--- src/rtl/nibbler_pc_stack.sv ---
// Program counter with fetch/execute phasing and a small return-address stack.
// Handles INC, conditional/unconditional jumps, CALL and RET with sticky error flags.

module nibbler_pc_stack_entry #(
    parameter int ADDR_W = 12
) (
    input  logic              clock,
    input  logic              reset,
    input  logic              we,
    input  logic [ADDR_W-1:0] d,
    output logic [ADDR_W-1:0] q
);
    always_ff @(posedge clock or negedge reset) begin
        if (!reset)  q <= '0;
        else if (we) q <= d;
    end
endmodule

module nibbler_pc_stack #(
    parameter int ADDR_W      = 12,
    parameter int STACK_DEPTH = 4
) (
    input  logic              clock,
    input  logic              reset,
    input  logic              enable,
    input  logic [2:0]        op,
    input  logic [ADDR_W-1:0] target,
    input  logic              c_flag,
    input  logic              z_flag,
    input  logic              clear_err,
    output logic [ADDR_W-1:0] pc,
    output logic              phase,
    output logic [4:0]        sp,
    output logic              stack_full,
    output logic              stack_empty,
    output logic              stack_ovf,
    output logic              stack_unf
);
    localparam logic [2:0] OP_INC  = 3'b000;
    localparam logic [2:0] OP_JMP  = 3'b001;
    localparam logic [2:0] OP_JC   = 3'b010;
    localparam logic [2:0] OP_JNC  = 3'b011;
    localparam logic [2:0] OP_JZ   = 3'b100;
    localparam logic [2:0] OP_JNZ  = 3'b101;
    localparam logic [2:0] OP_CALL = 3'b110;
    localparam logic [2:0] OP_RET  = 3'b111;

    typedef struct packed {
        logic push;
        logic ovf_set;
        logic unf_set;
    } ctl_t;

    logic [STACK_DEPTH-1:0][ADDR_W-1:0] entry_q;
    logic [STACK_DEPTH-1:0]             entry_we;
    logic [ADDR_W-1:0]                  pc_inc;
    logic [ADDR_W-1:0]                  pc_nxt;
    logic [ADDR_W-1:0]                  top_q;
    logic [4:0]                         sp_nxt;
    logic                               exec;
    ctl_t                               ctl;

    assign pc_inc      = pc + {{(ADDR_W-1){1'b0}}, 1'b1};
    assign exec        = enable & phase;
    assign stack_full  = (sp == 5'(STACK_DEPTH));
    assign stack_empty = (sp == 5'd0);

    // Only the entry just below sp is ever read, so stale entries stay hidden.
    always_comb begin
        top_q = '0;
        for (int i = 0; i < STACK_DEPTH; i++)
            if (5'(i) == sp - 5'd1) top_q = entry_q[i];
    end

    always_comb begin
        pc_nxt = pc;
        sp_nxt = sp;
        ctl    = '0;
        if (exec) begin
            unique case (op)
                OP_INC:  pc_nxt = pc_inc;
                OP_JMP:  pc_nxt = target;
                OP_JC:   pc_nxt = c_flag  ? target : pc_inc;
                OP_JNC:  pc_nxt = !c_flag ? target : pc_inc;
                OP_JZ:   pc_nxt = z_flag  ? target : pc_inc;
                OP_JNZ:  pc_nxt = !z_flag ? target : pc_inc;
                OP_CALL: begin
                    if (stack_full) begin
                        pc_nxt      = pc_inc;
                        ctl.ovf_set = 1'b1;
                    end else begin
                        pc_nxt   = target;
                        sp_nxt   = sp + 5'd1;
                        ctl.push = 1'b1;
                    end
                end
                OP_RET: begin
                    if (stack_empty) begin
                        pc_nxt      = pc_inc;
                        ctl.unf_set = 1'b1;
                    end else begin
                        pc_nxt = top_q;
                        sp_nxt = sp - 5'd1;
                    end
                end
                default: pc_nxt = pc;
            endcase
        end
    end

    genvar g;
    generate
        for (g = 0; g < STACK_DEPTH; g++) begin : g_entry
            assign entry_we[g] = ctl.push && (sp == 5'(g));
            nibbler_pc_stack_entry #(.ADDR_W(ADDR_W)) u_entry (
                .clock (clock),
                .reset (reset),
                .we    (entry_we[g]),
                .d     (pc_inc),
                .q     (entry_q[g])
            );
        end
    endgenerate

    always_ff @(posedge clock or negedge reset) begin
        if (!reset) begin
            pc    <= '0;
            phase <= 1'b0;
            sp    <= '0;
        end else if (enable) begin
            pc    <= pc_nxt;
            phase <= ~phase;
            sp    <= sp_nxt;
        end
    end

    // A fresh error on the same edge beats clear_err.
    always_ff @(posedge clock or negedge reset) begin
        if (!reset) begin
            stack_ovf <= 1'b0;
            stack_unf <= 1'b0;
        end else begin
            if (ctl.ovf_set)    stack_ovf <= 1'b1;
            else if (clear_err) stack_ovf <= 1'b0;
            if (ctl.unf_set)    stack_unf <= 1'b1;
            else if (clear_err) stack_unf <= 1'b0;
        end
    end
endmodule
--- config.mk ---
export PLATFORM = sky130hd
export DESIGN_NAME = nibbler_pc_stack
export DESIGN_NICKNAME = d
export VERILOG_FILES = /design/src/rtl/nibbler_pc_stack.sv
export SDC_FILE = /design/constraint.sdc
export NUM_CORES = 1
export LEC_CHECK = 0
export ABC_AREA = 1
export CORE_MARGIN = 1.5
export CORE_UTILIZATION = 50
export CTS_BUF_LIST = sky130_fd_sc_hd__clkbuf_8
export CTS_CLUSTER_DIAMETER = 80
export DETAILED_ROUTE_END_ITERATION = 16
export GPL_TIMING_DRIVEN = 0
export PLACE_DENSITY = 0.72
export SYNTH_ARGS = -nofsm -noshare
export SYNTH_HDL_FRONTEND = slang
export SYNTH_SLANG_ARGS = --single-unit
--- constraint.sdc ---
create_clock -name clock -period 2.3 [get_ports clock]
set_clock_uncertainty 0.2 [all_clocks]
set_input_delay 0.575 -clock clock [delete_from_list [all_inputs] [get_ports clock]]
set_output_delay 0.575 -clock clock [all_outputs]
set_load 0.05 [all_outputs]
==> results of run 1 <==
[logic make-up (layout without fill, tap and decap cells)]
family | count (synthesis) | in the layout | synth area share
AOI/OAI and AO/OA | 107 | 107 | 0.1376
DFF | 68 | 68 | 0.4177
adders and majority gates | 7 | 7 | 0.02150
buffers and inverters | 92 | 181 | 0.09674
muxes | 12 | 12 | 0.03317
xor gates and xnor gates | 9 | 9 | 0.02119
and+or+nand+nor | 256 | 256 | 0.2721
[path summary, 6_finish.rpt]
check                                                     from                                  end  slack [ps]  depth (start not counted)
min reg2reg                g_entry[0].u_entry.q[1]$_DFFE_PN0P_  g_entry[0].u_entry.q[1]$_DFFE_PN0P_         290                          2
max                                          sp[1]$_DFFE_PN0P_                           stack_full         -40                          5
max in group asynchronous                                reset                    pc[1]$_DFFE_PN0P_        1150                          1
max reg2reg                                  sp[1]$_DFFE_PN0P_                    pc[9]$_DFFE_PN0P_         -40                         13
min                                                      reset                    sp[3]$_DFFE_PN0P_         140                          1
min in group clock         g_entry[0].u_entry.q[1]$_DFFE_PN0P_  g_entry[0].u_entry.q[1]$_DFFE_PN0P_         290                          2
[report_power, final]
part	leakage, nW	internal (W)	switching, W
Clock	0.114	0.000618	0.000501
Sequential	0.846	0.00136	0.000171
Combinational	1.75	0.000796	0.00152
Total	2.71	0.00277	0.00219
[through the flow]
| stage | total power (W) | setup TNS [ps] | instances | hold slack (ps) |
|---|---|---|---|---|
| 2_1_floorplan | 0.002834 | -1968 | 551 | 79.41 |
| 3_3_place_gp | 0.003377 | -152920 | 695 | 265.5 |
| 3_5_place_dp | 0.003408 | -24910 | 695 | 275.6 |
| 4_1_cts | 0.004615 | -45.91 | 723 | 171.7 |
| 5_1_grt | 0.005198 | -1302 | 742 | 197.4 |
| 6_report | 0.004960 | -86.29 | 742 | 142.6 |
[what timing repair did]
action | in CTS | in global routing
gates resized for setup | 56 | 57
cloned | 0 | 2
pin swaps | 8 | 22
endpoints found under the hold margin | 0 | 0
setup buffers | 12 | 17
setup endpoints to repair | 55 | 27
[cell type report]
type                    instances  area (µm²)  share of cell area
flip-flops and latches         68        1709              0.3183
clock buffers                   9       123.9             0.02307
clock inverters                 7       100.1             0.01864
well taps                     102       127.6             0.02377
inverters                      73       290.3             0.05407
repair buffers                 73       625.6              0.1165
plain buffers                  19       155.1             0.02890
multi-input cells             391        2237              0.4167
[sequential cells by signal (all words and copies together) (netlist names)]
register	cells
g_entry.u_entry.q	48
pc	12
phase	1
stack_unf	1
sp	5
stack_ovf	1
[cell usage after synthesis]
| cell | n |
|---|---|
| o22ai_1 | 5 |
| xnor2_1 | 1 |
| o211ai_1 | 3 |
| o21ai_1 | 3 |
| buf_2 | 6 |
| o21ai_0 | 45 |
| clkbuf_1 | 5 |
| nand2_2 | 3 |
| dfrtp_1 | 68 |
| nand4_1 | 4 |
| or2_2 | 1 |
| nand3_2 | 1 |
| inv_1 | 65 |
| mux2_2 | 10 |
| nand3b_1 | 1 |
| clkinv_1 | 1 |
| nor2_2 | 6 |
| o21ai_2 | 1 |
| xor2_1 | 7 |
| nor2_4 | 3 |
| nand3_1 | 42 |
| mux2_1 | 2 |
| nor3_1 | 5 |
| a21oi_1 | 47 |
| nand2_1 | 151 |
| ha_1 | 7 |
| nor3_2 | 3 |
| nor4_1 | 1 |
| a22oi_1 | 2 |
| nor2_1 | 35 |
| buf_6 | 3 |
| buf_4 | 5 |
| xnor2_2 | 1 |
| inv_2 | 7 |
| o21bai_1 | 1 |
[layer usage]
metal  up-vias  wire length (µm)  share of wire  global-route usage
li1       1945                 -              -                   -
met1      1924              5234           0.45              0.3783
met2       174              5425           0.46              0.4197
met3        27               714          0.061             0.02683
met4         0               309          0.026              0.1010
met5         -                 0              0                   0
==> run_results.csv, run 1 <==
group,metric,value,unit
status,violations,"negative setup slack",
timing,relSlewSlack,0.4274,
placed_design,io_buffers,42,
job,maxCapViolations,0,
synth,syn_nets,579,
finish,fin_area,5369,µm²
synth,seq_area_frac_synth,0.4177,
floorplanning,die_h,93.27,µm
timing,fin_ws,-43.21,ps
clocking,cts_tree,"done",
worst_setup_path,start_kind,"register",
worst_setup_path,path_buf_inv,3,
placed_design,post-place-ws,-616.8,ps
floorplanning,fp.dieW,93.27,µm
placed_design,postPlaceCellArea,4662,µm²
synth,syn_avg_cell_area,7.394,µm²
drt,wire_per_inst,15.75,µm
drt,num_vias,4070,
floorplanning,num_rows,32,
clocking,clk_latency,350,ps
pwr,ir_worst_vdd,0.4975,mV
worst_setup_path,cp.arrival,1570,ps
synth,syn-cell-area,4074,µm²
finish,final_cell_mix,"142 x nand2_1, 62 x dfrtp_1, 59 x inv_1",
placed_design,dp_hpwl,7988,µm
worst_setup_path,cp-end-kind,"output pin",
worst_setup_path,cp_slowest_cell,"dfrtp_2",
synth,synth.area.top_cells,"dfrtp_1 42%, nand2_1 14%, inv_1 6.0%, a21oi_1 5.8%, o21ai_0 5.5%",
worst_setup_path,max_stage_delay,450,ps
floorplanning,core,7807,µm²
global_routing,gr-total-overflow,0,
clocking,clk_pin_slew,80,ps
synth,yosys.area.top_type,"dfrtp_1",
clocking,cts_made_buffers,9,
placed_design,gp_congestion,0.8940,
finish,syn_to_final_growth,31.79,%
worst_hold_path,hold_path_class,"in2async",
timing,period_minus_slack,2343,ps
clocking,cts_max_level,3,
global_routing,grt_use_total,0.2664,
floorplanning,dieArea,8698,µm²
synth,ys_ff_latch,68,
drt,drt_iter0_drc,308,
finish,fillCellCount,635,
global_routing,grt_pass1_vias,3619,
finish,drive_gt1_frac,0.2375,
drt,via_per_inst,5.485,
worst_setup_path,critPathRequiredTime,1520,ps
clocking,cts_max_path_buffers,2,
synth,synth_top_area_frac,0.4177,
finish,final_common_cell,"nand2_1",
worst_setup_path,critical_path_class,"reg2out",
synth,synthCells,551,
timing,finalSetupViolCount,3,
synth,ys_types,35,
finish,antenna_cells,0,
status,status,"complete, but fails checks",
timing,report.final.slew_viol_count,0,
drt,drt-total-wl,11680,µm
global_routing,antenna_found_initial,0,
drt,remaining_drc_errors,0,
floorplanning,start_util,0.5218,
drt,firstDrtPassIters,6,
clocking,clock-sinks,68,
drt,final_antenna_net_count,0,
global_routing,grt_pass1_wl,17930,µm
worst_setup_path,crit_path_cell_trace,"inv_4 -> ha_4 -> nand4_1 -> clkinvlp_4 -> buf_8",
worst_setup_path,path_delay_family,"flip-flops",
floorplanning,ios,43,
global_routing,grt_max_degree,69,
finish,post-route-util,0.6877,
timing,min_period_over_period,1.019,
finish,finalNetCount,663,
worst_setup_path,worst-path-max-fanout,4,
timing,grt_setup_unrepaired,"true",
pwr,leakagePower,2.712,nW
clocking,root_buffer,"clkbuf_8",
synth,ys_warn_count,0,
timing,hold_violations,0,
pwr,power_per_cell_area,923.8,nW/µm²
timing,fmax,426.8,MHz
clocking,ctsHoldBuffers,0,
timing,tightest_slew,858.9,ps
No activity file was read; power rests on OpenSTA's default activity.
==> inputs of run 2 (changes only) <==
--- a/config.mk
+++ b/config.mk
@@ -5,14 +5,14 @@
 export SDC_FILE = /design/constraint.sdc
 export NUM_CORES = 1
 export LEC_CHECK = 0
-export ABC_AREA = 1
 export CORE_MARGIN = 1.5
-export CORE_UTILIZATION = 50
+export CORE_UTILIZATION = 59
 export CTS_BUF_LIST = sky130_fd_sc_hd__clkbuf_8
 export CTS_CLUSTER_DIAMETER = 80
 export DETAILED_ROUTE_END_ITERATION = 16
 export GPL_TIMING_DRIVEN = 0
-export PLACE_DENSITY = 0.72
+export HOLD_SLACK_MARGIN = 0.12
+export PLACE_DENSITY = 0.83
 export SYNTH_ARGS = -nofsm -noshare
 export SYNTH_HDL_FRONTEND = slang
 export SYNTH_SLANG_ARGS = --single-unit
==> run 2 against run 1 <==
Compared with the run above: sequential share of layout area increased by 0.68 points; area after synthesis fell by 3.0%; combinational power rose by 93%; cell area shrank 2.1%; die area decreased by 17%; the flow still finishes with violations (negative setup slack); clock power shrank 9%; routed wire length increased by 3.3%; largest power group unchanged; cell count is 20% lower; register-to-register slack got worse by 140 ps; critical path type unchanged; synthesized cell count is 23% lower; maximum frequency decreased by 8.1%.
==> run_results.csv, run 2 <==
group,metric,value,unit
status,status,"complete, but fails checks",
status,violations,"negative setup slack",
finish,largest_reg_flops,48,
floorplanning,die_h,84.82,µm
finish,finalNetCount,538,
worst_setup_path,worst-path-max-fanout,2,
job,maxCapViolations,0,
floorplanning,dieArea,7194,µm²
synth,syn-cell-area,3950,µm²
drt,final_antenna_net_count,0,
global_routing,grt_max_degree,69,
placed_design,gp_congestion,0.9755,
global_routing,gr-usage-met3,0.06712,
drt,remaining_drc_errors,0,
synth,ys_top_cells_by_count,"68 x dfrtp_1, 64 x nand2_1, 47 x o21ai_0",
clocking,cts_tree,"done",
clocking,cts_max_path_buffers,2,
placed_design,io_buffers,42,
synth,yosys.area.top_type,"dfrtp_1",
placed_design,dp_cells,546,
finish,layoutNonFillerInstCount,592,
synth,synthCells,427,
pwr,p_int,0.003941,W
floorplanning,ios,43,
global_routing,grt_pass1_wl,18120,µm
global_routing,busiest_layer,"met2",
floorplanning,start_util,0.6150,
finish,registers.top_by_ff_count,"g_entry.u_entry.q",
worst_setup_path,critical_path_class,"reg2out",
finish,syn_to_final_growth,33.07,%
placed_design,dp_hpwl,7405,µm
pwr,p_sw,0.003619,W
finish,ff_latch_area,1709,µm²
finish,drive_gt1_frac,0.2738,
finish,final_cell_mix,"66 x dfrtp_1, 60 x nand2_1, 42 x o21ai_0",
synth,synth_edf_count,0,
pwr,leakagePower,2.298,nW
pwr,pwr-share-clk,0.136,
finish,top_regs,"g_entry.u_entry.q: 48 flops, pc: 12 flops, sp: 5 flops",
clocking,cts_made_buffers,9,
clocking,cts_max_level,3,
timing,report.final.slew_viol_count,0,
synth,ys_types,73,
finish,fillCellCount,374,
worst_setup_path,reg2reg_slack,-180,ps
clocking,clk_latency,350,ps
finish,post-route-util,0.8184,
floorplanning,fp.dieW,84.82,µm
synth,ys_warn_count,0,
floorplanning,num_rows,29,
worst_setup_path,r2r_end,"pc[6]$_DFFE_PN0P_",
synth,yosysMostFrequentCell,"dfrtp_1",
worst_setup_path,critPathRequiredTime,1520,ps
synth,synthFlopType,"dfrtp_1",
pwr,power_per_cell_area,1438,nW/µm²
timing,hold_violations,0,
worst_setup_path,ff2ff_path_depth,11,
pwr,switching_share,0.4787,
worst_hold_path,hold_path_class,"in2async",
global_routing,grt_pass1_vias,3722,
synth,ys_ff_latch,68,
synth,syn_avg_cell_area,9.251,µm²
timing,min_period_over_period,1.109,
synth,synth_top_area_frac,0.4308,
timing,fin_ws,-249.9,ps
global_routing,use_met2,0.5171,
finish,fin_area,5256,µm²
worst_setup_path,start_kind,"register",
synth,synthArstFlopShare,1.000,
drt,via_per_inst,6.495,
clocking,clock-sinks,68,
global_routing,gr-total-overflow,0,
synth,seq_area_frac_synth,0.4308,
drt,drt_iter0_drc,436,
pwr,pwr-share-comb,0.590,
drt,wire_per_inst,20.39,µm
worst_setup_path,cp-end-kind,"output pin",
clocking,root_buffer,"clkbuf_8",
timing,fmax,392.2,MHz
worst_setup_path,r2r-start,"sp[1]$_DFFE_PN0P_",
finish,antenna_cells,0,
timing,period_minus_slack,2550,ps
drt,firstDrtPassIters,7,
pwr,ir_worst_vdd,0.9154,mV
timing,finalSetupViolCount,27,
global_routing,antenna_found_initial,0,
timing,grt_setup_unrepaired,"true",
floorplanning,core,6422,µm²
global_routing,met1_usage,0.4331,
synth,syn_nets,455,
worst_setup_path,crit_path_end,"stack_empty",
global_routing,grt_use_total,0.3234,
worst_setup_path,cp.arrival,1770,ps
worst_setup_path,critPathLaunch,"sp[1]$_DFFE_PN0P_",
placed_design,postPlaceCellArea,4508,µm²
timing,tightest_slew,867.3,ps
timing,relSlewSlack,0.4218,
drt,num_vias,3845,
finish,multiInputGateArea,2341,µm²
pwr,p_seq_frac,0.275,
clocking,clk_pin_slew,80,ps
synth,synth.area.top_cells,"dfrtp_1 43%, nand2_1 6.1%, o21ai_0 6.0%, a21oi_1 3.0%, mux2_2 2.6%",
drt,drt-total-wl,12070,µm
finish,final_common_cell,"dfrtp_1",
==> run 2: cell count changes in the layout (fill, tap and decap cells not counted), sizes merged, moves of 10 or more <==
cell	before	now
nand2b	0	10
nand3	43	8
nand2	154	65
a21oi	47	24
nor2	44	23
inv	73	15
==> run 2: worst min-delay path by stage <==
stage	from	endpoint	slack (ps)
after floorplan	reset	g_entry[0].u_entry.q[0]$_DFFE_PN0P_	80
after global routing	reset	sp[4]$_DFFE_PN0P_	210
final	reset	sp[4]$_DFFE_PN0P_	140
after global placement	g_entry[2].u_entry.q[4]$_DFFE_PN0P_	g_entry[2].u_entry.q[4]$_DFFE_PN0P_	260
after CTS	reset	sp[4]$_DFFE_PN0P_	170
after detailed placement	g_entry[2].u_entry.q[4]$_DFFE_PN0P_	g_entry[2].u_entry.q[4]$_DFFE_PN0P_	260
==> run 2: logic make-up after synthesis <==
| group | synth area share |
|---|---|
| DFF | 0.4308 |
| muxes | 0.03706 |
| and+or+nand+nor | 0.1980 |
| AOI/OAI and AO/OA | 0.2341 |
| buffers and inverters | 0.04466 |
| xor gates and xnor gates | 0.03326 |
| adders and majority gates | 0.02217 |
==> run 2: repair_timing <==
item                       4_1_cts  5_1_grt
setup endpoints to repair       79       67
gates cloned                     0        1
resized for setup               76       55
hold buffers                     0        0
pin swaps                       18       24
setup buffers                   22       12
==> run 2: metrics by stage <==
stage	setup TNS (ps)	hold WS, ps	setup slack (ps)	power, W
2_1_floorplan	-867.0	79.41	-135.6	0.004455
3_3_place_gp	-161470	255.4	-2329	0.005413
3_5_place_dp	-36860	264.4	-785.9	0.005512
4_1_cts	-4500	171.3	-345.2	0.006898
5_1_grt	-4648	212.1	-281.9	0.007894
6_report	-2813	135.2	-249.9	0.007560
==> run 2: critical path, cell delays in order (launching register included) <==
cell and delay, ps:
dfrtp_4 500, inv_4 70, ha_4 140, inv_4 30, or4_4 450, clkinv_4 90, buf_8 140
==> run 2: final cells by class <==
| class | instances | area share |
|---|---|---|
| inverters | 14 | 0.01238 |
| clock inverters | 7 | 0.01428 |
| well taps | 77 | 0.01833 |
| clock buffers | 9 | 0.02357 |
| flip-flops and latches | 68 | 0.3252 |
| plain buffers | 24 | 0.03071 |
| repair buffers | 73 | 0.1302 |
| multi-input cells | 320 | 0.4454 |
==> run 2: routing by layer <==
| metal | wire length (µm) | share of wire |
|---|---|---|
| met4 | 384 | 0.032 |
| met1 | 5013 | 0.42 |
| met2 | 5786 | 0.48 |
| met3 | 885 | 0.073 |
| met5 | 0 | 0 |
==> run 2: power groups by stage <==
stage | sequential, W | combinational, W | clock [W]
CTS | 0.00204 | 0.00384 | 0.00101
floorplan | 0.00254 | 0.00191 | 0
detailed placement | 0.00211 | 0.00341 | 0
global route | 0.00212 | 0.00471 | 0.00106
finish | 0.00208 | 0.00446 | 0.00102
global placement | 0.00208 | 0.00334 | 0
==> inputs of run 3 (changes only) <==
--- a/config.mk
+++ b/config.mk
@@ -12,7 +12,8 @@
 export DETAILED_ROUTE_END_ITERATION = 16
 export GPL_TIMING_DRIVEN = 0
 export HOLD_SLACK_MARGIN = 0.12
-export PLACE_DENSITY = 0.83
+export PLACE_DENSITY = 0.82
 export SYNTH_ARGS = -nofsm -noshare
 export SYNTH_HDL_FRONTEND = slang
+export SYNTH_HIERARCHICAL = 1
 export SYNTH_SLANG_ARGS = --single-unit
==> run 3 against run 2 <==
Compared with the run above: maximum frequency rose by 1.4%; register-to-register slack got worse by 30 ps; non-clock buffer count rose by 12; worst hold slack got worse by 10 ps; synthesized cell count fell by 6.1%; highest routed layer unchanged; critical endpoint is now pc[9]$_DFFE_PN0P_; core utilization rose by 2.0 points; the flow still finishes with violations (negative setup slack); count of clock-buffer cells in the layout did not move; cell area rose by 8.3%; sequential power barely moved; clock power rose by 6%; largest cell class unchanged; worst setup slack improved by 36 ps.
==> run_results.csv, run 3 <==
group,metric,value,unit
finish,top_regs,"g_entry.u_entry/q: 48 flops, pc: 12 flops, sp: 5 flops",
global_routing,grt_use_total,0.3494,
pwr,power_per_cell_area,1397,nW/µm²
timing,finalSetupViolCount,16,
clocking,cts_max_path_buffers,2,
worst_setup_path,start_kind,"register",
finish,drive_gt1_frac,0.4148,
worst_setup_path,r2r-start,"sp[1]$_DFFE_PN0P_",
timing,relSlewSlack,0.4053,
worst_setup_path,critPathRequiredTime,2390,ps
synth,ys_types,58,
synth,syn-cell-area,4161,µm²
global_routing,grt_pass1_wl,19930,µm
placed_design,dp_cells,539,
drt,num_vias,4017,
floorplanning,start_util,0.6125,
clocking,cts_made_buffers,9,
placed_design,post-place-ws,-891.9,ps
floorplanning,dieArea,7566,µm²
worst_setup_path,cp-end-kind,"register",
placed_design,dp_hpwl,7694,µm
pwr,p_sw,0.003817,W
worst_hold_path,hold_path_class,"in2async",
worst_setup_path,reg2reg_slack,-210,ps
synth,ys_warn_count,6,
pwr,ir_worst_vdd,0.9754,mV
clocking,clk_pin_slew,100,ps
pwr,pwr-share-clk,0.136,
pwr,leakagePower,2.482,nW
finish,final_common_cell,"dfrtp_1",
drt,drt-total-wl,14080,µm
synth,yosys.area.top_type,"dfrtp_1",
worst_setup_path,crit_path_end,"pc[9]$_DFFE_PN0P_",
synth,syn_avg_cell_area,10.38,µm²
synth,yosysMostFrequentCell,"dfrtp_1",
floorplanning,num_rows,30,
drt,final_antenna_net_count,0,
worst_setup_path,r2r_end,"pc[9]$_DFFE_PN0P_",
synth,synthFlopType,"dfrtp_1",
synth,synth_top_area_frac,0.4089,
synth,synthArstFlopShare,1.000,
synth,synthCells,401,
synth,ys_top_cells_by_count,"68 x dfrtp_1, 40 x mux2_4, 34 x nand2_1",
drt,via_per_inst,6.751,
synth,synth.area.top_cells,"dfrtp_1 41%, mux2_4 14%, a21oi_1 3.7%, nand2_1 3.1%, o21ai_0 3.0%",
timing,min_period_over_period,1.093,
status,violations,"negative setup slack",
global_routing,grt_pass1_vias,3707,
floorplanning,fp.dieW,86.99,µm
finish,final_cell_mix,"59 x dfrtp_1, 42 x buf_4, 40 x mux2_4",
worst_setup_path,critical_path_class,"reg2reg",
clocking,cts_tree,"done",
timing,fin_setup_tns,-1612,ps
timing,fmax,397.8,MHz
drt,wire_per_inst,23.66,µm
worst_setup_path,cp.arrival,2610,ps
synth,synth_edf_count,0,
placed_design,io_buffers,42,
synth,seq_area_frac_synth,0.4089,
pwr,switching_share,0.4799,
finish,finalNetCount,522,
timing,period_minus_slack,2514,ps
drt,drt_iter0_drc,571,
finish,antenna_cells,0,
timing,tightest_slew,892.0,ps
drt,remaining_drc_errors,0,
placed_design,gp_congestion,0.9518,
finish,fin_area,5693,µm²
floorplanning,ios,43,
clocking,root_buffer,"clkbuf_8",
global_routing,antenna_found_initial,0,
placed_design,postPlaceCellArea,4797,µm²
finish,largest_reg_flops,48,
status,status,"complete, but fails checks",
job,maxCapViolations,0,
timing,grt_setup_unrepaired,"true",
timing,hold_violations,0,
clocking,clock-sinks,68,
finish,post-route-util,0.8379,
clocking,clk_latency,370,ps
finish,layoutNonFillerInstCount,595,
pwr,pwr-share-comb,0.600,
worst_setup_path,max_stage_delay,520,ps
worst_setup_path,ff2ff_path_depth,8,
worst_setup_path,crit_path_cell_trace,"buf_4 -> o21ai_0 -> nand3_1 -> a21oi_2 -> buf_4 -> o211ai_1 -> a211o_1 -> a21oi_2",
global_routing,gr-total-overflow,0,
finish,registers.top_by_ff_count,"g_entry.u_entry/q",
synth,syn_nets,429,
worst_setup_path,cp_slowest_cell,"dfrtp_4",
drt,firstDrtPassIters,5,
timing,report.final.slew_viol_count,0,
finish,syn_to_final_growth,36.80,%
worst_setup_path,critPathLaunch,"sp[1]$_DFFE_PN0P_",
pwr,p_int,0.004138,W
floorplanning,die_h,86.99,µm
worst_setup_path,worst-path-max-fanout,5,
timing,fin_ws,-213.9,ps
clocking,cts_max_level,3,
global_routing,grt_max_degree,69,
pwr,p_seq_frac,0.264,
synth,ys_ff_latch,68,
floorplanning,core,6794,µm²
[run 3: layer usage]
metal	part of all wire	track usage	wire length, µm
met4	0.043	0.1202	606
met2	0.47	0.5610	6651
met5	0	0	0
met1	0.39	0.4708	5525
met3	0.092	0.07299	1292
[run 3: critical path: cells and delay by family, from the launching register on]
| kind | cells | cell delay [ps] |
|---|---|---|
| compound gates | 5 | 1180 |
| flops | 1 | 520 |
| buf+inv | 2 | 320 |
| simple gates | 1 | 210 |
[run 3: logic make-up after synthesis]
logic type / after synthesis / share of synthesized area
flip-flops: 68 / 0.4089
buffers and inverters: 39 / 0.04840
AO/OA/AOI/OAI: 122 / 0.1942
multiplexers: 50 / 0.1711
XOR/XNOR: 18 / 0.03788
adder cells (fa/ha/maj): 7 / 0.02105
AND/OR/NAND/NOR: 97 / 0.1185
[run 3: timing repair]
action | in CTS | in global routing
hold buffers | 0 | 0
pin swaps | 30 | 15
resized for setup | 106 | 46
endpoints found under the setup margin | 83 | 64
buffers inserted | 22 | 16
cloned | 4 | 1
[run 3: power groups by stage]
stage | logic [W] | registers (W) | clock network [W]
after floorplan | 0.00213 | 0.00251 | 0
after global placement | 0.00356 | 0.00206 | 0
after detailed placement | 0.00364 | 0.00207 | 0
after CTS | 0.00419 | 0.00203 | 0.00107
after global routing | 0.00495 | 0.00214 | 0.00112
final | 0.00477 | 0.00210 | 0.00108
[run 3: how the worst min path moves through the flow]
| stage | from | to | slack (ps) | cells past startpoint |
|---|---|---|---|---|
| after global placement | phase$_DFFE_PN0P_ | phase$_DFFE_PN0P_ | 270 | 1 |
| after floorplan | reset | g_entry[0].u_entry/q[0]$_DFFE_PN0P_ | 80 | 0 |
| after global routing | reset | sp[0]$_DFFE_PN0P_ | 200 | 1 |
| after detailed placement | phase$_DFFE_PN0P_ | phase$_DFFE_PN0P_ | 280 | 1 |
| after CTS | reset | sp[0]$_DFFE_PN0P_ | 160 | 1 |
| final | reset | sp[1]$_DFFE_PN0P_ | 120 | 1 |
[run 3: metrics by stage]
step / hold WS [ps] / total power (W)
after floorplan: 79.41 / 0.004635
after global placement: 273.9 / 0.005613
after detailed placement: 279.3 / 0.005708
after CTS: 162.0 / 0.007293
after global routing: 195.5 / 0.008206
final: 125.0 / 0.007955
[run 3: cell type report]
type / instances / area [µm²]
plain buffers: 24 / 212.7
clock buffers: 9 / 123.9
clock inverters: 7 / 81.33
fillers: 345 / 1101
inverters: 12 / 57.56
multi-input cells: 294 / 2613
flip-flops and latches: 68 / 1718
well taps: 96 / 120.1
repair buffers: 85 / 767.0
